<file path="src/rtl/mem_access_unit_if.sv">
`timescale 1ns/1ps
`default_nettype none
// ============================================================================
// Module   : mem_access_unit_if
// Brief    : Data-memory request/acknowledge bus between the MEM stage and dmem.
// Revision : 1.0 - initial release
// ============================================================================
interface mem_access_unit_if;
    logic        dmem_req;
    logic        dmem_we;
    logic [31:0] dmem_addr;
    logic [31:0] dmem_wdata;
    logic [3:0]  dmem_be;
    logic        dmem_ack;
    logic [31:0] dmem_rdata;

    modport master (
        output dmem_req, dmem_we, dmem_addr, dmem_wdata, dmem_be,
        input  dmem_ack, dmem_rdata
    );

    modport slave (
        input  dmem_req, dmem_we, dmem_addr, dmem_wdata, dmem_be,
        output dmem_ack, dmem_rdata
    );
endinterface
`default_nettype wire

</file>
<file path="src/rtl/mem_access_unit.sv">
`timescale 1ns/1ps
`default_nettype none
// ============================================================================
// Module   : mem_access_unit
// Brief    : MEM-stage load/store sequencer with alignment check and ack timeout.
// Revision : 1.0 - initial release
// ============================================================================
module mem_access_unit #(
    parameter int unsigned ACK_TIMEOUT = 255
) (
    input  logic              clk,
    input  logic              reset,
    input  logic              mem_valid,
    input  logic              mem_load,
    input  logic              mem_store,
    input  logic [1:0]        mem_size,
    input  logic              mem_sign_ext,
    input  logic [31:0]       mem_addr,
    input  logic [31:0]       mem_wdata,
    input  logic              wb_ready,
    output logic              mem_stall,
    output logic              mem_done,
    output logic [31:0]       mem_rdata,
    output logic              mem_addr_err,
    output logic              mem_bus_err,
    mem_access_unit_if.master dmem
);

    localparam logic [7:0] c_timeout = 8'(ACK_TIMEOUT);

    typedef enum logic [1:0] {
        S_IDLE = 2'd0,
        S_REQ  = 2'd1,
        S_DONE = 2'd2
    } state_t;

    state_t      state_q, state_d;
    logic        dmem_req_q, dmem_req_d;
    logic        dmem_we_q, dmem_we_d;
    logic [31:0] dmem_addr_q, dmem_addr_d;
    logic [31:0] dmem_wdata_q, dmem_wdata_d;
    logic [3:0]  dmem_be_q, dmem_be_d;
    logic [1:0]  lane_q, lane_d;
    logic [1:0]  size_q, size_d;
    logic        sign_q, sign_d;
    logic        load_q, load_d;
    logic [7:0]  cnt_q, cnt_d;
    logic [31:0] rdata_q, rdata_d;
    logic        done_q, done_d;
    logic        bus_err_q, bus_err_d;

    logic        w_access;
    logic        w_aligned;
    logic [3:0]  w_be;
    logic [31:0] w_wdata;
    logic [7:0]  w_byte;
    logic [15:0] w_half;
    logic [31:0] w_load_data;
    logic        w_timeout;

    always_comb begin
        w_access = mem_valid & (mem_load | mem_store);
        case (mem_size)
            2'b00:   w_aligned = 1'b1;
            2'b01:   w_aligned = ~mem_addr[0];
            2'b10:   w_aligned = (mem_addr[1:0] == 2'b00);
            default: w_aligned = 1'b0;
        endcase

        // Loads always fetch the whole word; lane selection happens on return.
        case (mem_size)
            2'b00:   w_be = 4'b0001 << mem_addr[1:0];
            2'b01:   w_be = mem_addr[1] ? 4'b1100 : 4'b0011;
            default: w_be = 4'b1111;
        endcase
        if (mem_load) begin
            w_be = 4'b1111;
        end

        case (mem_size)
            2'b00:   w_wdata = {4{mem_wdata[7:0]}};
            2'b01:   w_wdata = {2{mem_wdata[15:0]}};
            default: w_wdata = mem_wdata;
        endcase

        case (lane_q)
            2'd0:    w_byte = dmem.dmem_rdata[7:0];
            2'd1:    w_byte = dmem.dmem_rdata[15:8];
            2'd2:    w_byte = dmem.dmem_rdata[23:16];
            default: w_byte = dmem.dmem_rdata[31:24];
        endcase
        w_half = lane_q[1] ? dmem.dmem_rdata[31:16] : dmem.dmem_rdata[15:0];

        case (size_q)
            2'b00:   w_load_data = {{24{sign_q & w_byte[7]}}, w_byte};
            2'b01:   w_load_data = {{16{sign_q & w_half[15]}}, w_half};
            default: w_load_data = dmem.dmem_rdata;
        endcase

        w_timeout = ((cnt_q + 8'd1) == c_timeout);
    end

    always_comb begin
        state_d      = state_q;
        dmem_req_d   = dmem_req_q;
        dmem_we_d    = dmem_we_q;
        dmem_addr_d  = dmem_addr_q;
        dmem_wdata_d = dmem_wdata_q;
        dmem_be_d    = dmem_be_q;
        lane_d       = lane_q;
        size_d       = size_q;
        sign_d       = sign_q;
        load_d       = load_q;
        cnt_d        = cnt_q;
        rdata_d      = rdata_q;
        done_d       = done_q;
        bus_err_d    = bus_err_q;
        mem_stall    = 1'b0;
        mem_addr_err = 1'b0;

        case (state_q)
            S_IDLE: begin
                if (w_access && w_aligned) begin
                    mem_stall    = 1'b1;
                    state_d      = S_REQ;
                    dmem_req_d   = 1'b1;
                    dmem_we_d    = mem_store;
                    dmem_addr_d  = {mem_addr[31:2], 2'b00};
                    dmem_wdata_d = w_wdata;
                    dmem_be_d    = w_be;
                    lane_d       = mem_addr[1:0];
                    size_d       = mem_size;
                    sign_d       = mem_sign_ext;
                    load_d       = mem_load;
                    cnt_d        = 8'd0;
                end else if (w_access) begin
                    mem_addr_err = 1'b1;
                end
            end
            S_REQ: begin
                mem_stall = 1'b1;
                // An ack on the last permitted cycle still wins over the timeout.
                if (dmem.dmem_ack) begin
                    state_d    = S_DONE;
                    dmem_req_d = 1'b0;
                    dmem_we_d  = 1'b0;
                    cnt_d      = 8'd0;
                    rdata_d    = load_q ? w_load_data : 32'd0;
                    done_d     = 1'b1;
                    bus_err_d  = 1'b0;
                end else if (w_timeout) begin
                    state_d    = S_DONE;
                    dmem_req_d = 1'b0;
                    dmem_we_d  = 1'b0;
                    cnt_d      = 8'd0;
                    rdata_d    = 32'd0;
                    done_d     = 1'b1;
                    bus_err_d  = 1'b1;
                end else begin
                    cnt_d = cnt_q + 8'd1;
                end
            end
            S_DONE: begin
                if (wb_ready) begin
                    state_d   = S_IDLE;
                    done_d    = 1'b0;
                    bus_err_d = 1'b0;
                end
            end
            default: begin
                state_d = S_IDLE;
            end
        endcase
    end

    always_ff @(posedge clk or negedge reset) begin
        if (!reset) begin
            state_q      <= S_IDLE;
            dmem_req_q   <= 1'b0;
            dmem_we_q    <= 1'b0;
            dmem_addr_q  <= 32'd0;
            dmem_wdata_q <= 32'd0;
            dmem_be_q    <= 4'd0;
            lane_q       <= 2'd0;
            size_q       <= 2'd0;
            sign_q       <= 1'b0;
            load_q       <= 1'b0;
            cnt_q        <= 8'd0;
            rdata_q      <= 32'd0;
            done_q       <= 1'b0;
            bus_err_q    <= 1'b0;
        end else begin
            state_q      <= state_d;
            dmem_req_q   <= dmem_req_d;
            dmem_we_q    <= dmem_we_d;
            dmem_addr_q  <= dmem_addr_d;
            dmem_wdata_q <= dmem_wdata_d;
            dmem_be_q    <= dmem_be_d;
            lane_q       <= lane_d;
            size_q       <= size_d;
            sign_q       <= sign_d;
            load_q       <= load_d;
            cnt_q        <= cnt_d;
            rdata_q      <= rdata_d;
            done_q       <= done_d;
            bus_err_q    <= bus_err_d;
        end
    end

    assign dmem.dmem_req   = dmem_req_q;
    assign dmem.dmem_we    = dmem_we_q;
    assign dmem.dmem_addr  = dmem_addr_q;
    assign dmem.dmem_wdata = dmem_wdata_q;
    assign dmem.dmem_be    = dmem_be_q;
    assign mem_rdata       = rdata_q;
    assign mem_done        = done_q;
    assign mem_bus_err     = bus_err_q;

endmodule
`default_nettype wire

</file>
<file path="src/flat_wrapper.sv">
// flat-port wrapper written by rule: the top's interface ports become plain ports
module mem_access_unit_flat 
#(
    parameter int unsigned ACK_TIMEOUT = 255
)
  (clk, reset, mem_valid, mem_load, mem_store, mem_size, mem_sign_ext, mem_addr, mem_wdata, wb_ready, mem_stall, mem_done, mem_rdata, mem_addr_err, mem_bus_err, dmem_dmem_req, dmem_dmem_we, dmem_dmem_addr, dmem_dmem_wdata, dmem_dmem_be, dmem_dmem_ack, dmem_dmem_rdata);
  mem_access_unit_if dmem_i ();
  input  logic clk;
  input  logic reset;
  input  logic mem_valid;
  input  logic mem_load;
  input  logic mem_store;
  input  logic [1:0] mem_size;
  input  logic mem_sign_ext;
  input  logic [31:0] mem_addr;
  input  logic [31:0] mem_wdata;
  input  logic wb_ready;
  output logic mem_stall;
  output logic mem_done;
  output logic [31:0] mem_rdata;
  output logic mem_addr_err;
  output logic mem_bus_err;
  output wire logic [$bits(dmem_i.dmem_req)-1:0] dmem_dmem_req;
  output wire logic [$bits(dmem_i.dmem_we)-1:0] dmem_dmem_we;
  output wire logic [$bits(dmem_i.dmem_addr)-1:0] dmem_dmem_addr;
  output wire logic [$bits(dmem_i.dmem_wdata)-1:0] dmem_dmem_wdata;
  output wire logic [$bits(dmem_i.dmem_be)-1:0] dmem_dmem_be;
  input wire logic [$bits(dmem_i.dmem_ack)-1:0] dmem_dmem_ack;
  input wire logic [$bits(dmem_i.dmem_rdata)-1:0] dmem_dmem_rdata;
  assign dmem_dmem_req = dmem_i.dmem_req;
  assign dmem_dmem_we = dmem_i.dmem_we;
  assign dmem_dmem_addr = dmem_i.dmem_addr;
  assign dmem_dmem_wdata = dmem_i.dmem_wdata;
  assign dmem_dmem_be = dmem_i.dmem_be;
  assign dmem_i.dmem_ack = dmem_dmem_ack;
  assign dmem_i.dmem_rdata = dmem_dmem_rdata;
  mem_access_unit #(.ACK_TIMEOUT(ACK_TIMEOUT)) u_core (.clk(clk), .reset(reset), .mem_valid(mem_valid), .mem_load(mem_load), .mem_store(mem_store), .mem_size(mem_size), .mem_sign_ext(mem_sign_ext), .mem_addr(mem_addr), .mem_wdata(mem_wdata), .wb_ready(wb_ready), .mem_stall(mem_stall), .mem_done(mem_done), .mem_rdata(mem_rdata), .mem_addr_err(mem_addr_err), .mem_bus_err(mem_bus_err), .dmem(dmem_i));
endmodule
</file>
<file path="config.mk">
export PLATFORM = sky130hd
export DESIGN_NAME = mem_access_unit_flat
export DESIGN_NICKNAME = d
export VERILOG_FILES = /design/src/rtl/mem_access_unit_if.sv /design/src/rtl/mem_access_unit.sv /design/src/flat_wrapper.sv
export SDC_FILE = /design/constraint.sdc
export NUM_CORES = 1
export LEC_CHECK = 0
export ABC_CLOCK_PERIOD_IN_PS = 2300
export CAP_MARGIN = 20
export CORE_MARGIN = 2
export CORE_UTILIZATION = 30
export DETAILED_ROUTE_END_ITERATION = 10
export DONT_BUFFER_PORTS = 1
export SLEW_MARGIN = 10
export SYNTH_ARGS = -nofsm -noshare
export SYNTH_HDL_FRONTEND = slang
export SYNTH_SLANG_ARGS = --single-unit
</file>
<file path="constraint.sdc">
create_clock -name clk -period 2.3 [get_ports clk]
set_clock_uncertainty 0.05 [all_clocks]
set_input_delay 0.69 -clock clk [delete_from_list [all_inputs] [get_ports clk]]
set_output_delay 0.69 -clock clk [all_outputs]
set_load 0.02 [all_outputs]
</file>
==> impl_results.md <==
- Die Height: between 100 and 150 um
- Routed Antenna Nets: 0
- Ports: 212
- Clk slew on worst S/H paths: 0.06 ns
- Rows: 50
- Pin slew with the least headroom to its limit: 0.5520 ns
- Share of layout cells above drive strength 1: 20.15%
- P per Cell Area: 1342 nW/um^2
- WHS: -0.06774 ns
- H-tree depth: 4
- Worst reg-to-reg path cell count: 7
- Worst Path Max Fanout: 3
- HP Class: in2async
- Routed via count: just over 4,000
- R2r startpoint: u_core.cnt_q[0]$_DFFE_PN0P_
- Capturing point of the worst reg2reg path: u_core.mem_rdata[14]$_DFFE_PN0P_
- DR pass1 iterations: 4
- MaxCap Viol Count: 0
- Finished Cell Area: 6578 um^2
- Final Hold Vio Count: 118
- Clk sinks: 118
- Fmax: 0.4533 GHz
- Fraction of the yosys area taken by sequential cells: between 50% and 60%
- Initial antenna violation count: 0
- Crit path DAT: roughly 1.5 ns
- Initial Util: 30.40%
- Top FF cell, synth: dfrtp_1
- Post-synth top cells: 118 x dfrtp_1, 53 x nand2_1, 44 x mux2_2, 41 x a21oi_1, 33 x mux2i_1
- Post-synth top area share: 52.11%
- Grt total ovfl: 0
- Leakage power: 3.013 nW
- Unique masters post-synth: 53
- Peak VDD IR: 0.5193 mV
- Vias per inst: 5.333
- Ranking of synthesized cells by area: dfrtp_1 52%, mux2_2 8.7%, mux2i_1 5.8%
- CTS Buffer Depth: 2
- Average wire per standard cell: 19.97 um
- Pin count of the biggest net entering global routing: between 100 and 150
- Drt initial violations: 184
- Status: finished with violations
- CP endpoint kind: primary output
- Critical path class: reg2out
- Most common cell in the netlist: dfrtp_1
- Failing checks: hold timing
- Final Wtd Congestion: 0.8572
- CTS tree: done
- IO Port Bufs: 0
- Synth-to-layout area growth: 16.07%
- Num CTS Buffers: 17
- Synth area leader: dfrtp_1
- RSZ-0062 raised after global routing: false
- Relative slew slack: approximately 63%
- Core box area: approximately 19,000 um^2
- Setup tns final: 0 ns
- Tcrit/Tclk final: a little over nine tenths
- Fillers: 1,846
- GRT Total Usage: 15.24%
- CTS Root Cell: clkbuf_16
- Count of state elements after synthesis: between 100 and 150
- Number of synthesized flops with an enable pin: 0
- CP startpoint kind: flip-flop
- Warnings from Yosys: 0
- Placed Area: 5946 um^2
- ANT cells: 0
- First-pass GRT wire length: roughly 23,000 um
- Die area: ~20,000 um^2
- Mean post-synth cell area: roughly 11 um^2
- Final Max Tran Viols: 0
- Mapped Cells: 518
- Die span in x: around 140 um
- Setup violations, final: 0
- Routed WL: 15,280 um
- Clk_lat worst skew: 0.41 ns
- Synth async-reset ratio: 100.0%
- Synthesized area: ~5700 um^2
- HPWL Detailed: 10,770 um
- Post-route DRC: 0
- Worst endpoint required time: 1.56 ns
- R2r setup slk: 0.17 ns
- Final net count: 627
- Vias in the first global route: 4,181
- Min cycle time layout: 2.206 ns
[critical path, cell delays in order, from the launching register on]
cell     delay [ns]
dfrtp_1        0.40
nor3b_2        0.16
buf_4          0.15
nand3_4        0.09
and2_4         0.19
inv_4          0.07
[kinds of logic after synthesis]
kind of cell	after synthesis	synth area share, %
compound gates	151	18.06
flops	118	52.11
simple gates	114	9.296
mux	78	14.97
buf+inv	48	4.129
xor+xnor	6	0.9273
fa+ha+maj	2	0.4415
other cells	1	0.06618
[state kept, by name, summed over array words and instances (netlist names)]
signal                  count
u_core.cnt_q                8
u_core.sign_q               1
u_core.load_q               1
u_core.dmem.dmem_we         1
u_core.dmem.dmem_req        1
u_core.dmem.dmem_addr      30
u_core.dmem.dmem_be         4
u_core.mem_done             1
u_core.size_q               2
u_core.mem_rdata           32
u_core.lane_q               2
u_core.mem_bus_err          1
u_core.state_q              2
u_core.dmem.dmem_wdata     32
[what timing repair did]
action,CTS,global route
endpoints found under the hold margin,118,118
resized for setup,1,2
buffers inserted,1,0
pin swaps,0,1
setup endpoints to repair,1,8
[worst max-delay path by stage]
| stage | from | endpoint | slack, ns |
|---|---|---|---|
| 3_3_place_gp | mem_size[0] | mem_stall | 0.10 |
| 4_1_cts | u_core.state_q[1]$_DFFE_PN0P_ | mem_stall | 0.02 |
| 5_1_grt | u_core.state_q[0]$_DFFE_PN0P_ | mem_stall | 0.003 |
| 6_report | u_core.state_q[1]$_DFFE_PN0P_ | mem_stall | 0.09 |
| 3_5_place_dp | mem_size[0] | mem_stall | 0.08 |
| 2_1_floorplan | mem_size[1] | mem_stall | 0.008 |
[routing by layer]
layer / global-route usage [%] / vias up / part of all wire [%]
met2: 25.57 / 205 / 48
li1: - / 1868 / -
met1: 16.98 / 1986 / 39
met4: 6.053 / 0 / 2.0
met5: 0 / - / 0
met3: 6.784 / 21 / 11
[cell type report]
cell class / instances / area, um^2 / share of cell area [%]
flip-flops and latches: 118 / 2953 / 44.89
multi-input cells: 353 / 2507 / 38.12
clock buffers: 19 / 432.9 / 6.582
well taps: 234 / 292.8 / 4.451
clock inverters: 12 / 180.2 / 2.739
repair buffers: 20 / 175.2 / 2.663
inverters: 9 / 36.28 / 0.5516
[cell usage in the layout, fill, tap and decap left out, types with 2 or more instances in the layout]
| master | n |
|---|---|
| dfrtp_1 | 118 |
| nand3_1 | 5 |
| a2bb2oi_1 | 7 |
| buf_4 | 18 |
| xor2_1 | 5 |
| nand2b_1 | 3 |
| o22ai_1 | 15 |
| mux2_2 | 44 |
| inv_1 | 7 |
| o21ai_0 | 30 |
| nor3_1 | 4 |
| buf_12 | 2 |
| clkbuf_1 | 2 |
| nor3b_1 | 8 |
| clkinv_2 | 2 |
| nor2b_1 | 2 |
| bufinv_16 | 4 |
| o2bb2ai_1 | 8 |
| nor2_1 | 26 |
| a32o_1 | 8 |
| ha_1 | 2 |
| mux2i_1 | 32 |
| a22o_1 | 8 |
| clkinvlp_4 | 2 |
| a21o_1 | 18 |
| clkinv_4 | 4 |
| and3_1 | 2 |
| a21oi_1 | 41 |
| nand2_1 | 53 |
| or2_2 | 2 |
| clkbuf_16 | 17 |
| conb_1 | 2 |
| a21boi_0 | 2 |
[report_power, final]
part,switching (W),leakage (nW),internal [W]
clock,0.000965,0.293,0.00181
sequential,0.00152,1.48,0.00284
combinational,0.000831,1.24,0.000871
[stage by stage]
stage                     std cells  utilization [%]  setup slack [ns]  power, W
after floorplan                 519                -          0.007958  0.005541
after global placement          733            31.89            0.1047  0.005983
after detailed placement        733            31.89           0.08234  0.006089
after CTS                       765            35.23           0.02082  0.008944
after global routing            765            35.28          0.003007  0.009300
final                           765            35.28           0.09385  0.008825
(Power assumes the default switching activity.)
